### src/rtl/mem_stream_reader.sv
// Drains a run of consecutive words from an asynchronous-read memory onto a valid/ready stream.
// Optional running checksum of delivered words: define MEM_STREAM_READER_CHECKSUM_EN.
module mem_stream_reader #(
   parameter int AW = 6,
   parameter int DW = 16
) (
   input  logic          clk,
   input  logic          rstn,
   input  logic          start,
   input  logic [AW-1:0] base,
   input  logic [AW:0]   len,
   output logic [AW-1:0] mem_a,
   input  logic [DW-1:0] mem_spo,
   output logic [DW-1:0] dout,
   output logic          dout_valid,
   input  logic          dout_ready,
   output logic          busy,
   output logic          done
`ifdef MEM_STREAM_READER_CHECKSUM_EN
   ,
   output logic [DW-1:0] checksum
`endif
);

   localparam int unsigned DEPTH = 2 ** AW;
   localparam logic [AW:0] DEPTH_W = DEPTH[AW:0];

   typedef enum logic {
      IDLE = 1'b0,
      RUN  = 1'b1
   } state_e;

   state_e        state_q, state_d;
   logic [AW-1:0] addr_q, addr_d;
   logic [AW:0]   remaining_q, remaining_d;
   logic [DW-1:0] dout_q, dout_d;
   logic          doutValid_q, doutValid_d;
   logic          done_q, done_d;
   logic          handshake;
   logic          loadSlot;

   assign handshake = doutValid_q & dout_ready;
   assign loadSlot  = ~doutValid_q | handshake;

   always_ff @(posedge clk or negedge rstn) begin
      if (!rstn) begin
         state_q     <= IDLE;
         addr_q      <= '0;
         remaining_q <= '0;
         dout_q      <= '0;
         doutValid_q <= 1'b0;
         done_q      <= 1'b0;
      end else begin
         state_q     <= state_d;
         addr_q      <= addr_d;
         remaining_q <= remaining_d;
         dout_q      <= dout_d;
         doutValid_q <= doutValid_d;
         done_q      <= done_d;
      end
   end

   // Reload whenever the output register is empty or being emptied; finish once the last word is taken.
   always_comb begin
      state_d     = state_q;
      addr_d      = addr_q;
      remaining_d = remaining_q;
      dout_d      = dout_q;
      doutValid_d = doutValid_q;
      done_d      = 1'b0;
      case (state_q)
         IDLE: begin
            if (start) begin
               if (len != '0) begin
                  addr_d      = base;
                  remaining_d = (len > DEPTH_W) ? DEPTH_W : len;
                  state_d     = RUN;
               end else begin
                  done_d = 1'b1;
               end
            end
         end
         RUN: begin
            if (loadSlot && (remaining_q != '0)) begin
               dout_d      = mem_spo;
               doutValid_d = 1'b1;
               addr_d      = addr_q + AW'(1);
               remaining_d = remaining_q - (AW + 1)'(1);
            end else if (handshake) begin
               doutValid_d = 1'b0;
               state_d     = IDLE;
               done_d      = 1'b1;
            end
         end
         default: state_d = IDLE;
      endcase
   end

   assign mem_a      = addr_q;
   assign dout       = dout_q;
   assign dout_valid = doutValid_q;
   assign busy       = (state_q == RUN);
   assign done       = done_q;

`ifdef MEM_STREAM_READER_CHECKSUM_EN
   logic [DW-1:0] checksum_q, checksum_d;

   always_comb begin
      checksum_d = checksum_q;
      if ((state_q == IDLE) && start) begin
         checksum_d = '0;
      end else if ((state_q == RUN) && handshake) begin
         checksum_d = checksum_q + dout_q;
      end
   end

   always_ff @(posedge clk or negedge rstn) begin
      if (!rstn) begin
         checksum_q <= '0;
      end else begin
         checksum_q <= checksum_d;
      end
   end

   assign checksum = checksum_q;
`endif

endmodule

### config.mk
export PLATFORM = sky130hd
export DESIGN_NAME = mem_stream_reader
export DESIGN_NICKNAME = d
export VERILOG_FILES = /design/src/rtl/mem_stream_reader.sv
export SDC_FILE = /design/constraint.sdc
export NUM_CORES = 1
export LEC_CHECK = 0
export ABC_AREA = 1
export ABC_CLOCK_PERIOD_IN_PS = 2170
export BUFFER_PORTS_ARGS = -buffer_cell sky130_fd_sc_hd__buf_2
export CAP_MARGIN = 10
export CORE_MARGIN = 5
export CORE_UTILIZATION = 25
export DETAILED_ROUTE_END_ITERATION = 8
export MAX_ROUTING_LAYER = met4
export SYNTH_ARGS = -nofsm -noshare
export SYNTH_HDL_FRONTEND = slang
export SYNTH_SLANG_ARGS = --single-unit
export TNS_END_PERCENT = 100
### constraint.sdc
create_clock -name clk -period 2.17 [get_ports clk]
set_input_delay 0.3255 -clock clk [delete_from_list [all_inputs] [get_ports clk]]
set_output_delay 0.3255 -clock clk [all_outputs]
set_load 0.02 [all_outputs]
After elaboration in Yosys (flattened, before gate mapping)
Index checks and enable logic that the tools add are counted.
Word-level totals
  bits of input ports: 33
  flip-flop bits (word level): 32
  output and inout port bits: 25
  logic and storage cells: 44
Cells by class
  equality and inequality tests: 3
  reduce and logical (&&, ||, !) cells: 7
  muxes and demuxes: 21
  $add $sub $neg: 2
  bitwise operators: 4
  order comparisons: 1
Operator list (number)
  2-to-1 mux 7 bit: 4
  2-to-1 mux 6 bit: 3
  case mux 7 bit (2 select lines): 1
  nonzero test 7 bit: 2
  case mux 6 bit (2 select lines): 1
  2-to-1 mux 1 bit: 10
  > comparator 7 bit (second input constant): 1
  subtractor 7 x 1 -> 7 bit (second input constant): 1
  adder 6 x 1 -> 6 bit (second input constant): 1
  inequality test 2 bit (second input constant): 2
  case mux 1 bit (2 select lines): 2
  AND reduction 2 bit: 2
  AND reduction 3 bit: 1
  inequality test 2 x 1 -> 1 bit (second input constant): 1
  inverter 1 bit: 2
  nonzero test 2 bit: 1
  AND 1 bit: 1
  logical AND 1 bit: 1
  bitwise OR 1 bit: 1

Logic depth before layout (Yosys ltp)
  depth after elaboration: 5
  depth in mapped cells: 10
  mapped depth without buffers: 9

Least setup slack after synthesis
No wires, ideal clock.
  kind: reg2reg
  from: register remaining_q[0]
  to: register remaining_q[5]
  arrival: 1.516 ns
  period minus slack after synthesis: 1.633 ns
  library setup time: 0.117 ns
  setup slack: 0.537 ns
  data required time: 2.053 ns
  buffers on the path: 1
  stages on the path, launching flop included: 11
  cell sequence: dfrtp_1 > inv_1 > ha_1 > nand2_1 > nor2_1 > nand2_2 > nand2_4 > nand2_4 > buf_4 > nand3_1 > nand2_1
Between the ends
  cells in the longest elaborated chain, start to end: 4
  elaborated cells between the ends (all ways): 7
  classes of those cells: add/sub (1); eq/ne (1); mux (2); reduce/logical (3)
RTL lines
  start, declared: line 35  | logic [AW:0] remaining_q, remaining_d;
  start signal, assigned: line 56  | remaining_q <= remaining_d;
  branches (longest 4 deep; another with subtractor 7 x 1 -> 7 bit)
Parallel ways; which one is timed is not known. The select of a mux whose other input is x is not followed.
A chain may end at the register's enable or synchronous reset.

Final worst setup path
  from: register remaining_q[0]
  to: register state_q (netlist: busy)
Between the ends
  cells in the longest elaborated chain, start to end: 4
RTL lines
  nonzero test 7 bit: line 84  | if (loadSlot && (remaining_q != '0)) begin
  logical AND 1 bit: line 84
  2-to-1 mux 1 bit: line 84
  case mux 1 bit (2 select lines): line 71  | case (state_q)
  named net state_d: line 33  | state_e state_q, state_d;
  end signal, assigned: line 54  | state_q <= state_d;
  end, declared: line 33
The timed path passes the listed nets, and every way through them passes these cells.

==> flow_metrics.tcl <==
set metrics [dict create \
    outcome "completed" \
    drt_first_pass_iters 4 \
    crit_end "busy" \
    via_count 1674 \
    rsz0062_at_grt "no" \
    grt_pass1_wl_mm 7.80 \
    fin_nets 324 \
    grt_pass1_vias 1680 \
    synthAdderAreaFrac_pct 1.49 \
    r2r_start "remaining_q[0]" \
    worstPathCellList "inv_1, ha_1, nand2_1, nor2_1, nand2_2, buf_4, nor3_1, o21ai_0" \
    required_ps 2320 \
    start_util_pct 26.1 \
    synth_seq_cells 32 \
    crit_type "flop to flop" \
    cts-root-buf "clkbuf_8" \
    hold_viol 0 \
    finClkSkew_ps 4.12 \
    dp_slack_ps 438 \
    grtUsageMet1_pct 14.8 \
    grt-busiest-layer "met2" \
    synth_compound_area_share_pct 5.67 \
    leakagePower_uw 0.00120 \
    synth-xor-area-share_pct 0 \
    synth.area.top_cells "dfrtp_1 (48%), nand2_1 (19%), nand3_1 (13%)" \
    synthSimpleGateAreaFrac_pct 39.0 \
    rr_worst_depth 8 \
    max-clock-path-buffers 2 \
    die_y_um 91.9 \
    die-area_sq_mm 0.00844 \
    synth.area.mux_share_pct 0 \
    cts_buffers 5 \
    synth_cell_types 19 \
    antenna_found_initial 0 \
    power.density_mw_per_mm2 1640 \
    syn_inst 227 \
    globalplace.congestion 0.856 \
    slowest_delay_ps 380 \
    max_slew.worst_pin.slew_ps 725 \
    insertion_delay_ps 280 \
    crit_start "remaining_q[0]" \
    cp_slowest_cell "dfrtp_1" \
    ir_drop_mv 0.613 \
    cts_resized 0 \
    placed_cells 359 \
    rrSetupSlack_ps 420 \
    drive_gt1_share_pct 26.6 \
    slew_viol_final 0 \
    num_antenna_cells 0 \
    cts_tree "yes" \
    syn-num-nets 262 \
    holdBufCountCts 0 \
    max_cap_violations 0 \
    post-cts-setup-buffer-count 0 \
    use_met2_pct 18.8 \
    wl_per_cell_um 12.5 \
    grt.total_usage_pct 11.7 \
    rows 29 \
    timing.rr.end "busy" \
    min_period_ps 1750 \
    yosysSeqAreaShare_pct 47.8 \
    drtIter0Drc 92 \
    syn-cell-area_sq_mm 0.00168 \
    syn_to_final_growth_pct 29.4 \
    gr-total-overflow 0 \
    syn_avg_cell_area_sq_um 7.39 \
    path_clk_slew_ps 70 \
    crit_arrival_ps 1900 \
    fin_crit_sh_pct 80.8 \
    viasPerCell 4.56 \
    finalSetupViolations 0 \
    cp_max_fo 17 \
    drc 0 \
    end_kind "flop" \
    grt_start_max_net_pins 33 \
    stdcell_count 367 \
    max_slew_margin_pct 51.7 \
    synth_top_family_by_area "simple AND/OR/NAND/NOR gates" \
    postRouteAntennaNets 0 \
    yosysTopAreaCell "dfrtp_1" \
    cts.sinks 32 \
    timing.fmax_ghz 0.570 \
    cts.htree.levels 2 \
    portBuffers 57 \
    finalPower_uw 3570 \
    tns_ps 0 \
    gr-usage-met3_pct 3.27 \
    ys_warn_count 0 \
    yosys.area.top_type_share_pct 47.8 \
    routed_wl_mm 4.57 \
    ioPinCount 58 \
    hold_path.class "primary input to async pin" \
    dp.final_hpwl_mm 3.37 \
    core_area_sq_mm 0.00642 \
    dieWidth_um 91.9 \
    fin_ws_ps 417 \
    cp-start-kind "flop" \
]
==> through the flow <==
| step | hold WS, ps | cell area (sq um) | utilization, % |
|---|---|---|---|
| after floorplan | 29.9 | 1680 | - |
| after global placement | 438 | 2060 | 32.1 |
| after detailed placement | 436 | 2060 | 32.1 |
| after CTS | 133 | 2170 | 33.8 |
| after global routing | 168 | 2170 | 33.8 |
| final | 103 | 2170 | 33.8 |
==> registers in the layout (all words and copies together), names as in the netlist <==
| register | flops |
|---|---|
| remaining_q | 7 |
| dout_valid | 1 |
| busy | 1 |
| mem_a | 6 |
| done | 1 |
| dout | 16 |
==> critical path, delay by kind of cell (launching register included) <==
kind            cells  cell delay (ps)
fa+ha+maj           1              220
buf+inv             2              350
flops               1              380
simple gates        4              580
compound gates      1              110
==> routing by layer <==
metal  share of wire [%]  up-vias
met4                   0        0
li1                    -      857
met2                  47       49
met3                 6.0        0
met5                   0        -
met1                  46      768
==> worst min path at each step <==
stage | endpoint | depth (start not counted) | from | slack (ps)
after detailed placement | remaining_q[3] | 1 | rstn | 440
after floorplan | busy | 0 | rstn | 30
after global placement | remaining_q[3] | 1 | rstn | 440
after global routing | dout[2] | 1 | rstn | 170
final | remaining_q[3] | 1 | rstn | 100
after CTS | remaining_q[5] | 1 | rstn | 130
==> cells by family (layout without fill, tap and decap cells) <==
family / Yosys count / after routing
AOI/OAI and AO/OA: 16 / 16
adders and majority gates: 2 / 2
DFF: 32 / 32
buffers and inverters: 25 / 88
and+or+nand+nor: 152 / 152
==> Yosys cell counts, drive strengths merged <==
cell / count
nand2: 89
nand3: 44
dfrtp: 32
inv: 18
o21ai: 15
nor2: 14
buf: 4
clkbuf: 3
ha: 2
nand4: 2
or2: 2
a21oi: 1
nor3: 1
==> where the power goes <==
group	leakage (uW)	switching [uW]	internal, uW
combinational	0.000760	1210	655
sequential	0.000390	239	897
clock	0.0000552	222	341
total	0.00120	1670	1890
==> placed cells by master (no fill, tap or decap), types with 2 or more instances in the layout <==
master,count
nand4_1,2
ha_1,2
or2_2,2
clkbuf_8,5
buf_2,57
o21ai_0,11
o21ai_1,3
nand2_1,86
inv_1,17
buf_4,5
nor2_1,14
dfrtp_1,32
nand3_1,44
nand2_4,2
==> area by class of cell <==
class	count	area, sq um
repair buffers	62	323
clock inverters	2	35.0
well taps	77	96.3
multi-input cells	170	774
inverters	18	67.6
flip-flops and latches	32	801
clock buffers	6	72.6
fillers	700	4250
(Power assumes the default switching activity.)
